### src/rtl/pipeline_ctrl_pkg.sv
// Shared constants for the pipeline controller: stall bus layout,
// default exception entry and controller FSM encoding.
package pipeline_ctrl_pkg;

  localparam int STALL_BUS_WIDTH = 6;

  localparam int STALL_PC  = 0;
  localparam int STALL_IF  = 1;
  localparam int STALL_ID  = 2;
  localparam int STALL_EX  = 3;
  localparam int STALL_MEM = 4;
  localparam int STALL_WB  = 5;

  localparam logic [31:0] EXC_VECTOR_DEFAULT = 32'hBFC0_0380;

  typedef enum logic {
    ST_IDLE     = 1'b0,
    ST_REDIRECT = 1'b1
  } ctrl_state_e;

  // Mask with bits [msb:0] set, used to build the stall vector.
  function automatic logic [STALL_BUS_WIDTH-1:0] stall_upto(input int msb);
    logic [STALL_BUS_WIDTH-1:0] m;
    m = '0;
    for (int i = 0; i < STALL_BUS_WIDTH; i++) begin
      if (i <= msb) m[i] = 1'b1;
    end
    return m;
  endfunction

endpackage

### src/rtl/pipeline_ctrl_stall_arbiter.sv
// Priority encoder from stage stall requests to the per-stage stall vector.
// The deepest requesting stage wins and freezes itself and everything older.
module pipeline_ctrl_stall_arbiter
  import pipeline_ctrl_pkg::*;
(
  input  logic                       stall_req_if,
  input  logic                       stall_req_id,
  input  logic                       stall_req_ex,
  input  logic                       stall_req_mem,
  output logic [STALL_BUS_WIDTH-1:0] stall
);

  // Deepest stage first; WB is never stalled.
  always_comb begin
    stall = '0;
    if (stall_req_mem) begin
      stall = stall_upto(STALL_MEM);
    end else if (stall_req_ex) begin
      stall = stall_upto(STALL_EX);
    end else if (stall_req_id) begin
      stall = stall_upto(STALL_ID);
    end else if (stall_req_if) begin
      stall = stall_upto(STALL_IF);
    end
    stall[STALL_WB] = 1'b0;
  end

endmodule

### src/rtl/pipeline_ctrl.sv
// Central pipeline controller: stall arbitration, exception/ERET flush,
// PC redirect handshake with fetch, and stall-cycle counter.
//
// state       | meaning
// ST_IDLE     | normal flow, a committed exception/ERET may be taken
// ST_REDIRECT | redirect_pc presented to fetch until fetch is free to load it
module pipeline_ctrl
  import pipeline_ctrl_pkg::*;
#(
  parameter int                    ADDR_WIDTH = 32,
  parameter logic [ADDR_WIDTH-1:0] EXC_VECTOR = ADDR_WIDTH'(EXC_VECTOR_DEFAULT),
  parameter int                    CNT_WIDTH  = 32
) (
  input  logic                       clk,
  input  logic                       rst,
  input  logic                       stall_req_if,
  input  logic                       stall_req_id,
  input  logic                       stall_req_ex,
  input  logic                       stall_req_mem,
  input  logic                       exc_valid,
  input  logic                       exc_is_eret,
  input  logic [ADDR_WIDTH-1:0]      cp0_epc,
  output logic [STALL_BUS_WIDTH-1:0] stall,
  output logic                       flush,
  output logic                       redirect_valid,
  output logic [ADDR_WIDTH-1:0]      redirect_pc,
  output logic [CNT_WIDTH-1:0]       stall_cycles
);

  ctrl_state_e                state_q, state_d;
  logic [ADDR_WIDTH-1:0]      redirect_pc_q, redirect_pc_d;
  logic [CNT_WIDTH-1:0]       stall_cycles_q, stall_cycles_d;
  logic [STALL_BUS_WIDTH-1:0] arb_stall;
  logic                       exc_take;

  pipeline_ctrl_stall_arbiter u_stall_arbiter (
    .stall_req_if  (stall_req_if),
    .stall_req_id  (stall_req_id),
    .stall_req_ex  (stall_req_ex),
    .stall_req_mem (stall_req_mem),
    .stall         (arb_stall)
  );

  // A MEM data-bus stall defers the exception; MEM keeps exc_valid asserted.
  assign exc_take = (state_q == ST_IDLE) && exc_valid && !stall_req_mem;

  // Next state, redirect target capture; flush cycle squashes the stall vector.
  // Outputs are gated by rst so they read 0 throughout reset.
  always_comb begin
    state_d        = state_q;
    redirect_pc_d  = redirect_pc_q;
    stall          = '0;
    flush          = 1'b0;
    redirect_valid = 1'b0;
    unique case (state_q)
      ST_IDLE: begin
        if (exc_take) begin
          flush         = 1'b1;
          redirect_pc_d = exc_is_eret ? cp0_epc : EXC_VECTOR;
          state_d       = ST_REDIRECT;
        end else begin
          stall = arb_stall;
        end
      end
      ST_REDIRECT: begin
        redirect_valid = 1'b1;
        stall          = arb_stall;
        if (!stall_req_if) state_d = ST_IDLE;
      end
      default: state_d = ST_IDLE;
    endcase
    if (!rst) begin
      stall          = '0;
      flush          = 1'b0;
      redirect_valid = 1'b0;
    end
    stall_cycles_d = stall[STALL_PC] ? stall_cycles_q + CNT_WIDTH'(1) : stall_cycles_q;
  end

  // State, redirect target and counter registers.
  always_ff @(posedge clk or negedge rst) begin
    if (!rst) begin
      state_q        <= ST_IDLE;
      redirect_pc_q  <= '0;
      stall_cycles_q <= '0;
    end else begin
      state_q        <= state_d;
      redirect_pc_q  <= redirect_pc_d;
      stall_cycles_q <= stall_cycles_d;
    end
  end

  assign redirect_pc  = redirect_pc_q;
  assign stall_cycles = stall_cycles_q;

endmodule

### config.mk
export PLATFORM = sky130hd
export DESIGN_NAME = pipeline_ctrl
export DESIGN_NICKNAME = d
export VERILOG_FILES = /design/src/rtl/pipeline_ctrl_pkg.sv /design/src/rtl/pipeline_ctrl_stall_arbiter.sv /design/src/rtl/pipeline_ctrl.sv
export SDC_FILE = /design/constraint.sdc
export NUM_CORES = 1
export LEC_CHECK = 0
export ABC_AREA = 0
export BUFFER_PORTS_ARGS = -buffer_cell sky130_fd_sc_hd__buf_2
export CAP_MARGIN = 20
export CORE_MARGIN = 2
export CORE_UTILIZATION = 44
export DETAILED_ROUTE_END_ITERATION = 16
export GPL_TIMING_DRIVEN = 0
export PLACE_DENSITY_LB_ADDON = 0.25
export SYNTH_ARGS = -nofsm -noshare
export SYNTH_HDL_FRONTEND = slang
export SYNTH_HIERARCHICAL = 1
export SYNTH_SLANG_ARGS = --single-unit
### constraint.sdc
create_clock -name clk -period 1.6 [get_ports clk]
set_input_delay 0.24 -clock clk [delete_from_list [all_inputs] [get_ports clk]]
set_output_delay 0.24 -clock clk [all_outputs]
set_load 0.02 [all_outputs]
# Word level (Yosys, flattened, before mapping)
# Index checks and enable logic that the tools add are counted.
# totals
regBits	65
out_inout_bits	72
input_bits	40
wordCells	24
# op_classes
mux	15
bitwise_logic	1
n_reduce_logical	4
addsub	1
# ops
op	n
32-bit by 1-bit adder with 32-bit output, second input constant	1
32-bit 2-to-1 mux	1
5-bit 2-to-1 mux	4
6-bit case mux with 2 select lines	1
1-bit 2-to-1 mux	6
6-bit 2-to-1 mux	1
1-bit logical AND	2
2-bit 2-to-1 mux	1
1-bit case mux with 2 select lines	1
2-bit AND reduction	1
1-bit logical NOT	1
1-bit inverter	1

# Longest topological paths before layout
# Gate-level depths: netlist of the first run.
# depth
depth_word	7
mapped_depth	6
depth_no_buf	5

# Hierarchy
# Netlist of the first run, hierarchy kept.
# by_module_without_submodules
module	cells_per_inst	seq_area_each_um2	n_inst	area_per_inst_um2
pipeline_ctrl	286	1626.6	1	2870.3
pipeline_ctrl_stall_arbiter	7	0.0	1	46.3

# Worst setup path after synthesis of the first run
# OpenSTA, ideal clock, no wires.
# synth_timing
kind	reg2reg
startpoint	register stall_cycles_q[7] (netlist: stall_cycles[7])
endpoint	register stall_cycles_q[30] (netlist: stall_cycles[30])
arrival_time_ns	1.583
period_less_slack_ns	1.713
t_required_ns	1.471
slack_ns	-0.113
n_path_buf	1
path_stages_with_launch	6
setup_ns	0.129
path_cell_list	dfrtp_1 -> nand4_2 -> nor4_4 -> buf_6 -> nand4_1 -> xnor2_1
# synth_between
elab_chain_len	1
# synth_rtl
item	line	text
start: declaration	pipeline_ctrl.sv:32	logic [CNT_WIDTH-1:0] stall_cycles_q, stall_cycles_d;
start signal: assignment	pipeline_ctrl.sv:89	stall_cycles_q <= stall_cycles_d;
32-bit by 1-bit adder with 32-bit output	pipeline_ctrl.sv:77	stall_cycles_d = stall[STALL_PC] ? stall_cycles_q + CNT_WIDTH'(1) : stall_cycles_q;
# Every way passes these cells.
# A chain may end at the register's enable or synchronous reset.

# Final worst setup path of the first run
# layout_timing
startpoint	register state_q
endpoint	output port stall[1]
# layout_between
elab_chain_len	6
# layout_rtl
item	line	text
start: declaration	pipeline_ctrl.sv:30	ctrl_state_e state_q, state_d;
start signal: assignment	pipeline_ctrl.sv:87	state_q <= state_d;
1-bit inverter (no source line)	--	
1-bit logical AND (2 in a row)	pipeline_ctrl.sv:45	assign exc_take = (state_q == ST_IDLE) && exc_valid && !stall_req_mem;
5-bit 2-to-1 mux	pipeline_ctrl.sv:57	if (exc_take) begin
6-bit case mux with 2 select lines *	pipeline_ctrl.sv:55	unique case (state_q)
6-bit 2-to-1 mux *	pipeline_ctrl.sv:72	if (!rst) begin
end: declaration	pipeline_ctrl.sv:23	output logic [STALL_BUS_WIDTH-1:0] stall,
# Mark *: on every way between the ends. The rest lies on a longest branch, timed or not. The select of a mux whose other input is x is not followed.

==> results of run 1 <==
-- cells in the final DEF (no fill, tap or decap), types with 3 or more instances in the layout --
cell      synthesis  layout
dfrtp_1          65      56
and2_1            5       4
buf_4             4       9
buf_8             0       3
nand4_1          15      15
xor2_1            5       5
xnor2_1          26      26
and3_4            0       7
and3_1           10       4
nand3_1          32      30
buf_6             1      11
clkbuf_8          0      11
nand2_1          53      45
buf_2             5     106
nor2_1           17      16
a31oi_1          12      12
inv_1            13      13
clkbuf_1          7       4
dfrtp_2           0       9
nor4_4            1       3
nand2_2           0       7
-- flip-flops by register name, indices dropped and copies added (netlist names) --
name,count
redirect_pc,32
stall_cycles,32
state_q,1
-- worst min path at each step --
stage                         start              end  slack (ns)  cells after the start
global placement    redirect_pc[19]  redirect_pc[19]        0.45                      2
detailed placement              rst  stall_cycles[6]        0.42                      1
floorplan                       rst   redirect_pc[0]       -0.06                      0
CTS                             rst  stall_cycles[6]       -0.13                      1
finish                          rst  stall_cycles[8]       -0.21                      1
global route                    rst  stall_cycles[8]       -0.19                      1
-- routing by layer --
metal	vias up	track usage, %
met2	88	32.32
met3	17	5.447
li1	1241	-
met1	1239	26.61
met5	-	0
met4	0	9.524
-- layout make-up --
class / instances / share of cell area (%)
Sequential cell: 65 / 39.81
Tap cell: 77 / 2.342
Timing Repair Buffer: 121 / 17.55
Clock buffer: 11 / 3.680
Clock inverter: 3 / 1.582
Multi-Input combinational cell: 198 / 31.30
Buffer: 14 / 2.555
Inverter: 13 / 1.186
-- per-stage QoR --
stage | total power (W) | cells | instance area (sq um)
after floorplan | 0.002658 | 293 | 2942
after detailed placement | 0.003077 | 480 | 3591
after global routing | 0.004928 | 502 | 4114
after global placement | 0.003051 | 480 | 3588
after CTS | 0.004682 | 499 | 3999
final | 0.004699 | 502 | 4114
-- cell families (layout without fill, tap and decap cells) --
logic type                 after synthesis  count (layout)
adders and majority gates                1               1
DFF                                     65              65
and+or+nand+nor                        152             152
buffers and inverters                   30             162
AOI/OAI and AO/OA                       12              12
other                                    1               1
muxes                                    1               1
xor gates and xnor gates                31              31
-- worst max-delay path: stages, from the launching register on --
cell,delay (ns)
dfrtp_1,0.42
or3b_4,0.41
buf_8,0.14
and3_4,0.16
buf_6,0.13
-- what timing repair did --
item	4_1_cts	5_1_grt
endpoints found under the setup margin	38	46
resized for setup	39	27
setup buffers	6	5
pin swaps	18	9
gates cloned	0	1
endpoints found under the hold margin	65	65
-- power groups by stage --
stage	registers (W)	clock network [W]	logic, W
2_1_floorplan	0.00233	0	0.000333
3_3_place_gp	0.00207	0	0.000981
3_5_place_dp	0.00207	0	0.00100
4_1_cts	0.00205	0.00157	0.00106
5_1_grt	0.00210	0.00164	0.00118
6_report	0.00206	0.00155	0.00109
==> key figures, run 1 <==
Worst setup path
  – RR Startpoint: state_q
  – FF-to-FF End: stall_cycles[30]
  – Worst setup path class: flip-flop to primary output
  – Last element of the critical path: stall[1]
  – Path depth of the worst reg2reg path: 7
  – CP startpoint kind: flip-flop
  – Setup crit end kind: primary output
  – Required @ worst endpoint: 1.36 ns
  – Worst reg2reg setup slack: -0.15 ns
  – CP Launch Point: state_q
  – Worst EP arrival: 1.59 ns
  – Crit-path max FO: 7

Route
  – DR vias: 2585
  – Residual DRC: 0
  – Wl on met1: 3091 um
  – Vias per cell: 5.149
  – Final WL: 7239 um
  – Met2 wire length: 3520 um
  – Uppermost layer routed: met4
  – WL met3: 449 um
  – Routed WL per cell: 14.42 um
  – Initial DRC count: 129
  – Antenna viol nets, final: 0
  – DRT Pass-1 Iters: 4

Clock tree
  – CTS Buffer Depth: 2
  – Clock transition at the registers of the reported paths: 0.07 ns
  – CTS root buf: clkbuf_8
  – H-tree depth: 3
  – Clock Latency Late Sink: 0.33 ns
  – TritonCTS clock tree: done
  – CTS sink count: 65
  – CTS Buf Count: 9

Layout
  – Fillers: 528
  – Util after Layout: 64.42%
  – Final #Nets: 463
  – Multi-input gate area: 1287 sq um
  – Area grow syn2layout: 41.06%
  – Register area: 1638 sq um
  – Share of cells above drive strength 1: 43.76%
  – Ant diodes: 0

Global routing
  – Initial antenna violation count: 0
  – Overflow after GRT: 0
  – GR Util All Layers: 20.56%
  – Largest net degree at the start of global routing: 76
  – Vias in the first global route: 2470
  – First-pass GRT wire length: 11780 um

Outcome
  – Status: finished with violations
  – Violated checks: hold timing, setup timing

Power and ir drop
  – Pwr/cell area: 1142 nW/um^2
  – Sw Ratio: 31.11%
  – Sequential Power Share: 43.8%
  – Comb pwr share: 23.2%
  – Switch Pwr: 0.001462 W
  – Pint: 0.003237 W
  – Clock power share: 33.0%
  – LEAKAGE: 2.123 nW
  – Worst VDD drop: 671.8 uV

Place
  – Port Buffers: 110
  – RD Place Congestion: 0.8421
  – Hpwl dp: 4905 um
  – Dpl ws: -0.6979 ns

Logic synthesis
  – Synth warnings: 6
  – Xor/xnor share of the synthesized area: 9.309%
  – Post-synth cell types: 30
  – Area share of fa/ha/maj cells after synthesis: 0.4290%
  – Post-synth top area share: 55.77%
  – Post-synth ARST share: 100.0%
  – Mux share of post-synthesis cell area: 0.3861%
  – #FFs+latches synth: 65
  – Post-synthesis simple-gate area fraction: 26.56%
  – Synthesized area: 2917 sq um
  – Synth area leaders: dfrtp_1 56%, xnor2_1 7.8%, nand2_1 6.8%, nand3_1 5.5%, nand4_1 3.2%
  – Combinational family with the most area after synthesis: simple AND/OR/NAND/NOR gates
  – Syn Area/Cell: 9.954 sq um
  – Count leader, synth: dfrtp_1
  – Mapped Nets: 334
  – Ys flop type: dfrtp_1
  – Top cells by count, synth: 65 x dfrtp_1, 53 x nand2_1, 32 x nand3_1
  – Number of flops mapped to enable cells by yosys: 0
  – Syn Inst Count: 293
  – Fraction of the mapped netlist area in compound gates: 2.574%
  – Seq/Total Area, Yosys: 55.77%
  – Synth area leader: dfrtp_1

Timing
  – Fmax: 547.7 MHz
  – Final WS setup: -0.2257 ns
  – Final setup TNS: -2.382 ns
  – Fin crit share: 114.1%
  – Worst Skew: 0.007798 ns
  – Fin Hold WS: -0.2087 ns
  – Fin. Hold Viols: 65
  – Max-slew violation count: 0
  – Final setup vio count: 20
  – Fin crit period: 1.826 ns
  – RSZ-0062 raised after global routing: yes

Floorplan
  – Die Wd: 85.42 um
  – Initial Utilization: 45.67%
  – Row cnt: 29
  – I/O Pins: 112
  – Die height: 85.42 um
  – Core area: 6386 sq um
  – Die area: 7296 sq um

Worst hold path
  – Hold Crit Class: primary input to async pin

Job
  – MaxCap Viol Count: 0
Power figures use the tool's default switching activity.
==> run 2: changes to the inputs <==
--- a/config.mk
+++ b/config.mk
@@ -12,6 +12,7 @@
 export CORE_UTILIZATION = 44
 export DETAILED_ROUTE_END_ITERATION = 16
 export GPL_TIMING_DRIVEN = 0
+export HOLD_SLACK_MARGIN = 0.15
 export PLACE_DENSITY_LB_ADDON = 0.25
 export SYNTH_ARGS = -nofsm -noshare
 export SYNTH_HDL_FRONTEND = slang
==> run 2 against run 1 <==
The run still ends with hold timing, setup timing left. Global-route usage increased by 1.2 points. Sequential share of layout area shrank 2.9 points. Worst hold slack about the same. Cell area increased by 7.7%. Worst setup slack worse by 0.0018 ns. Critical path depth unchanged. Critical endpoint unchanged.
==> key figures, run 2 (synthesis gave the netlist of run 1 again) <==
Route
  – Uppermost layer routed: met4
  – Vias per cell: 5.165
  – WL met3: 481 um
  – Final WL: 7939 um
  – Routed WL per cell: 14.87 um
  – Met2 wire length: 3921 um
  – Initial DRC count: 109
  – DR vias: 2758
  – Residual DRC: 0
  – Wl on met1: 3282 um
  – Antenna viol nets, final: 0
  – DRT Pass-1 Iters: 4

Place
  – Port Buffers: 110
  – Placed cell count: 480
  – Placed cell areas: 3591 sq um
  – RD Place Congestion: 0.8421
  – Hpwl dp: 4905 um

Global routing
  – Vias in the first global route: 2613
  – Overflow after GRT: 0
  – First-pass GRT wire length: 12460 um
  – GR Util All Layers: 21.73%
  – Largest net degree at the start of global routing: 76
  – Initial antenna violation count: 0

Layout
  – Fillers: 471
  – Non-Filler Instances: 534
  – Design Area, Final: 4432 sq um
  – Final #Nets: 495
  – Ant diodes: 0
  – Commonest non-fill, non-tap cell in the layout: buf_2
  – Multi-input gate area: 1287 sq um
  – Share of cells above drive strength 1: 40.92%
  – Area grow syn2layout: 51.95%
  – Most frequent cells in the layout: 106 x buf_2, 56 x dfrtp_1, 45 x nand2_1
  – Register area: 1638 sq um

Timing
  – Max-slew violation count: 0
  – Worst Skew: 0.009344 ns
  – Fmax: 547.2 MHz
  – Final WS setup: -0.2275 ns
  – RSZ-0062 raised after global routing: yes
  – Fin Hold WS: -0.2085 ns
  – Fin crit share: 114.2%
  – Fin. Hold Viols: 65
  – Fin crit period: 1.828 ns
  – Final setup vio count: 20

Worst setup path
  – Crit-path cells: or3b_4 > buf_8 > and3_4 > buf_6
  – Worst EP arrival: 1.59 ns
  – Worst reg2reg setup slack: -0.15 ns
  – CP startpoint kind: flip-flop
  – CP peak stage delay: 0.42 ns
  – Required @ worst endpoint: 1.36 ns
  – Worst setup path class: flip-flop to primary output
  – Setup crit end kind: primary output
  – CP max-delay cell: dfrtp_1
  – Crit-path max FO: 7
  – Path depth of the worst reg2reg path: 7

Floorplan
  – Die Wd: 85.42 um
  – Die area: 7296 sq um
  – Die height: 85.42 um
  – Initial Utilization: 45.67%
  – Core area: 6386 sq um
  – I/O Pins: 112
  – Row cnt: 29

Worst hold path
  – Hold Crit Class: primary input to async pin

Power and ir drop
  – Pint: 0.003289 W
  – Sw Ratio: 31.15%
  – Worst VDD drop: 700.4 uV
  – Switch Pwr: 0.001488 W
  – Pwr/cell area: 1078 nW/um^2
  – Clock power share: 32.5%
  – Comb pwr share: 24.3%
  – Sequential Power Share: 43.2%
  – LEAKAGE: 2.258 nW

Clock tree
  – CTS Buffer Depth: 2
  – H-tree depth: 3
  – CTS Buf Count: 9
  – CTS root buf: clkbuf_8
  – CTS Hold Bufs: 31
  – CTS sink count: 65
  – Clock transition at the registers of the reported paths: 0.07 ns
  – Clock Latency Late Sink: 0.34 ns
  – TritonCTS clock tree: done

Outcome
  – Status: finished with violations
  – Violated checks: hold timing, setup timing

Job
  – MaxCap Viol Count: 0
[run 2: cell count changes in the layout (fill, tap and decap cells not counted), sizes merged]
cell | previous run | this run
dlygate4sd3 | 0 | 31
buf | 130 | 131
[run 2: final timing paths]
check | start | end
min in group clk | cp0_epc[26] | redirect_pc[26]
min | rst | stall_cycles[8]
max reg2reg | state_q | stall_cycles[26]
min reg2reg | redirect_pc[3] | redirect_pc[3]
max | state_q | stall[1]
max in group asynchronous | rst | stall_cycles[14]
[run 2: final cells by class]
cell class	count	area share [%]
Timing Repair Buffer	153	23.46
Inverter	13	1.101
Clock inverter	3	1.468
Tap cell	77	2.174
Sequential cell	65	36.96
Buffer	14	2.372
Multi-Input combinational cell	198	29.05
Clock buffer	11	3.416
[run 2: power groups by stage]
stage	Combinational, W	Sequential (W)	Clock, W
floorplan	0.000333	0.00233	0
CTS	0.00112	0.00205	0.00157
detailed placement	0.00100	0.00207	0
finish	0.00116	0.00206	0.00155
global placement	0.000981	0.00207	0
global route	0.00126	0.00210	0.00165
[run 2: per-layer routing]
layer  vias to the layer above  track usage (%)
li1                       1306                -
met1                      1321            27.56
met2                       104            35.01
met3                        27            5.350
met4                         0            10.25
met5                         -                0
[run 2: worst max-delay path: cells and delay by family (launching register included)]
kind / cells / cell delay, ns
DFF: 1 / 0.42
buffers and inverters: 2 / 0.26
and+or+nand+nor: 2 / 0.57
[run 2: timing repair]
item | in CTS | in global routing
buffers inserted | 6 | 6
pin swaps | 18 | 9
setup endpoints to repair | 38 | 46
hold endpoints to repair | 96 | 65
cloned | 0 | 1
gates resized for setup | 39 | 27
[run 2: per-stage QoR]
step                hold slack, ns  TNS (ns)  worst slack, ns  util [%]  total power, W
detailed placement          0.4162    -15.98          -0.6979     56.23        0.003077
global route               -0.1952    -3.708          -0.2841     69.40        0.005008
finish                     -0.2085    -2.393          -0.2275     69.40        0.004776
global placement            0.4469    -41.56           -1.234     56.19        0.003051
floorplan                 -0.05559  -0.02348         -0.01212         -        0.002658
CTS                        -0.1262    -2.112          -0.2395     67.48        0.004739
==> run 3: changes to the inputs <==
--- a/config.mk
+++ b/config.mk
@@ -13,7 +13,7 @@
 export DETAILED_ROUTE_END_ITERATION = 16
 export GPL_TIMING_DRIVEN = 0
 export HOLD_SLACK_MARGIN = 0.15
-export PLACE_DENSITY_LB_ADDON = 0.25
+export PLACE_DENSITY_LB_ADDON = 0.3
 export SYNTH_ARGS = -nofsm -noshare
 export SYNTH_HDL_FRONTEND = slang
 export SYNTH_HIERARCHICAL = 1
==> run 3 against run 2 <==
The run still ends with hold timing, setup timing left. Die area unchanged. Register-to-register slack better by 0.17 ns. Worst setup slack better by 0.061 ns. Critical path type unchanged. Highest routed layer unchanged. Cell area unchanged. Fmax up 3.5%. Utilization unchanged. Critical endpoint unchanged. Count of clock-buffer cells in the layout up 2.
==> key figures, run 3 (synthesis gave the netlist of run 1 again) <==
Worst hold path
  – Hold Crit Class: primary input to async pin

Clock tree
  – CTS root buf: clkbuf_8
  – Clock Latency Late Sink: 0.33 ns
  – H-tree depth: 3
  – CTS Buf Count: 9
  – CTS sink count: 65
  – CTS Buffer Depth: 2
  – Clock transition at the registers of the reported paths: 0.07 ns
  – TritonCTS clock tree: done
  – CTS Hold Bufs: 31

Timing
  – Fin crit period: 1.766 ns
  – Worst Skew: 0.006805 ns
  – Fin crit share: 110.4%
  – Max-slew violation count: 0
  – Final WS setup: -0.1661 ns
  – Final setup TNS: -0.8338 ns
  – RSZ-0062 raised after global routing: yes
  – Fin. Hold Viols: 65
  – Final setup vio count: 6
  – Fin Hold WS: -0.1977 ns
  – Fmax: 566.2 MHz

Layout
  – Most frequent cells in the layout: 105 x buf_2, 57 x dfrtp_1, 53 x nand2_1
  – Final #Nets: 505
  – Design Area, Final: 4432 sq um
  – Area grow syn2layout: 51.95%
  – Fillers: 511
  – Commonest non-fill, non-tap cell in the layout: buf_2
  – Util after Layout: 69.40%
  – Non-Filler Instances: 545
  – Ant diodes: 0
  – Share of cells above drive strength 1: 40.60%

Floorplan
  – Die Wd: 85.42 um
  – I/O Pins: 112
  – Row cnt: 29
  – Die height: 85.42 um
  – Initial Utilization: 45.67%
  – Die area: 7296 sq um
  – Core area: 6386 sq um

Worst setup path
  – CP peak stage delay: 0.39 ns
  – FF-to-FF End: stall_cycles[6]
  – Cell family with most CP delay: simple AND/OR/NAND/NOR gates
  – CP max-delay cell: or3b_4
  – Crit-path cells: or3b_4 > buf_8 > and3_4 > buf_6
  – CP bufs+invs: 2
  – Crit-path max FO: 7
  – RR Startpoint: state_q
  – Path depth of the worst reg2reg path: 6
  – Required @ worst endpoint: 1.36 ns
  – CP startpoint kind: flip-flop
  – Setup crit end kind: primary output
  – Worst EP arrival: 1.53 ns
  – Worst reg2reg setup slack: 0.02 ns
  – Worst setup path class: flip-flop to primary output

Global routing
  – Vias in the first global route: 2662
  – Largest net degree at the start of global routing: 76
  – Overflow after GRT: 0
  – GR Util All Layers: 21.34%
  – First-pass GRT wire length: 12210 um
  – Initial antenna violation count: 0

Route
  – Routed WL per cell: 14.36 um
  – Residual DRC: 0
  – Antenna viol nets, final: 0
  – DRT Pass-1 Iters: 4
  – Initial DRC count: 112
  – DR vias: 2778
  – Vias per cell: 5.097
  – Final WL: 7826 um

Power and ir drop
  – LEAKAGE: 2.301 nW
  – Worst VDD drop: 779.2 uV
  – Pwr/cell area: 1038 nW/um^2

Place
  – Placed cell areas: 3591 sq um
  – RD Place Congestion: 0.7974
  – Hpwl dp: 4896 um
  – Placed cell count: 480
  – Port Buffers: 110

Job
  – MaxCap Viol Count: 0

Outcome
  – Status: finished with violations
  – Violated checks: hold timing, setup timing
[run 3: cell count changes in the layout (fill, tap and decap cells not counted), sizes merged]
cell      before  now
buf          131  142
bufinv         2    0
clkbuf        16   17
clkinvlp       0    1
[run 3: stage by stage]
stage | setup slack, ns | power (W) | hold slack [ns]
2_1_floorplan | -0.01212 | 0.002658 | -0.05559
3_3_place_gp | -1.223 | 0.003049 | 0.4466
3_5_place_dp | -0.7332 | 0.003082 | 0.4218
4_1_cts | -0.2029 | 0.004479 | -0.1831
5_1_grt | -0.2109 | 0.004836 | -0.1825
6_report | -0.1661 | 0.004601 | -0.1977
[run 3: area by class of cell]
class	count	area (sq um)	share of cell area, %
flip-flops and latches	65	1637	36.93
multi-input cells	198	1285	28.99
repair buffers	165	1091	24.62
clock buffers	13	168.9	3.811
well taps	77	96.34	2.174
plain buffers	12	92.59	2.089
inverters	13	48.80	1.101
clock inverters	2	12.51	0.2823
[run 3: per-layer routing]
| layer | vias to the layer above | wire length, um | track usage [%] |
|---|---|---|---|
| met5 | - | 0 | 0 |
| met4 | 0 | 127 | 8.802 |
| met3 | 11 | 542 | 5.934 |
| met2 | 96 | 3801 | 34.80 |
| met1 | 1331 | 3354 | 26.79 |
| li1 | 1340 | - | - |
[run 3: repair_timing]
| action | CTS | global route |
|---|---|---|
| gates resized for setup | 30 | 21 |
| pin swaps | 8 | 6 |
| hold endpoints to repair | 96 | 65 |
| buffers inserted | 9 | 16 |
| setup endpoints to repair | 49 | 43 |
[run 3: worst max path at each step]
stage	cells past startpoint	end	slack (ns)	startpoint
floorplan	5	stall_cycles[30]	-0.01	stall_cycles[6]
global placement	5	stall_cycles[31]	-1.22	rst
detailed placement	5	stall_cycles[31]	-0.73	rst
CTS	4	stall[1]	-0.20	state_q
global route	4	stall[1]	-0.21	state_q
finish	4	stall[1]	-0.17	state_q
[run 3: worst register-to-register path, delay by kind of cell, from the launching register on]
family	cells	cell delay (ns)
DFF	1	0.38
xor gates and xnor gates	1	0.15
and+or+nand+nor	3	0.67
buffers and inverters	2	0.28
[run 3: power by group]
group	switching, W	internal [W]	total, W
clock network	0.000595	0.000679	0.00127
registers	0.000180	0.00187	0.00205
logic	0.000731	0.000542	0.00127
total	0.00151	0.00309	0.00460
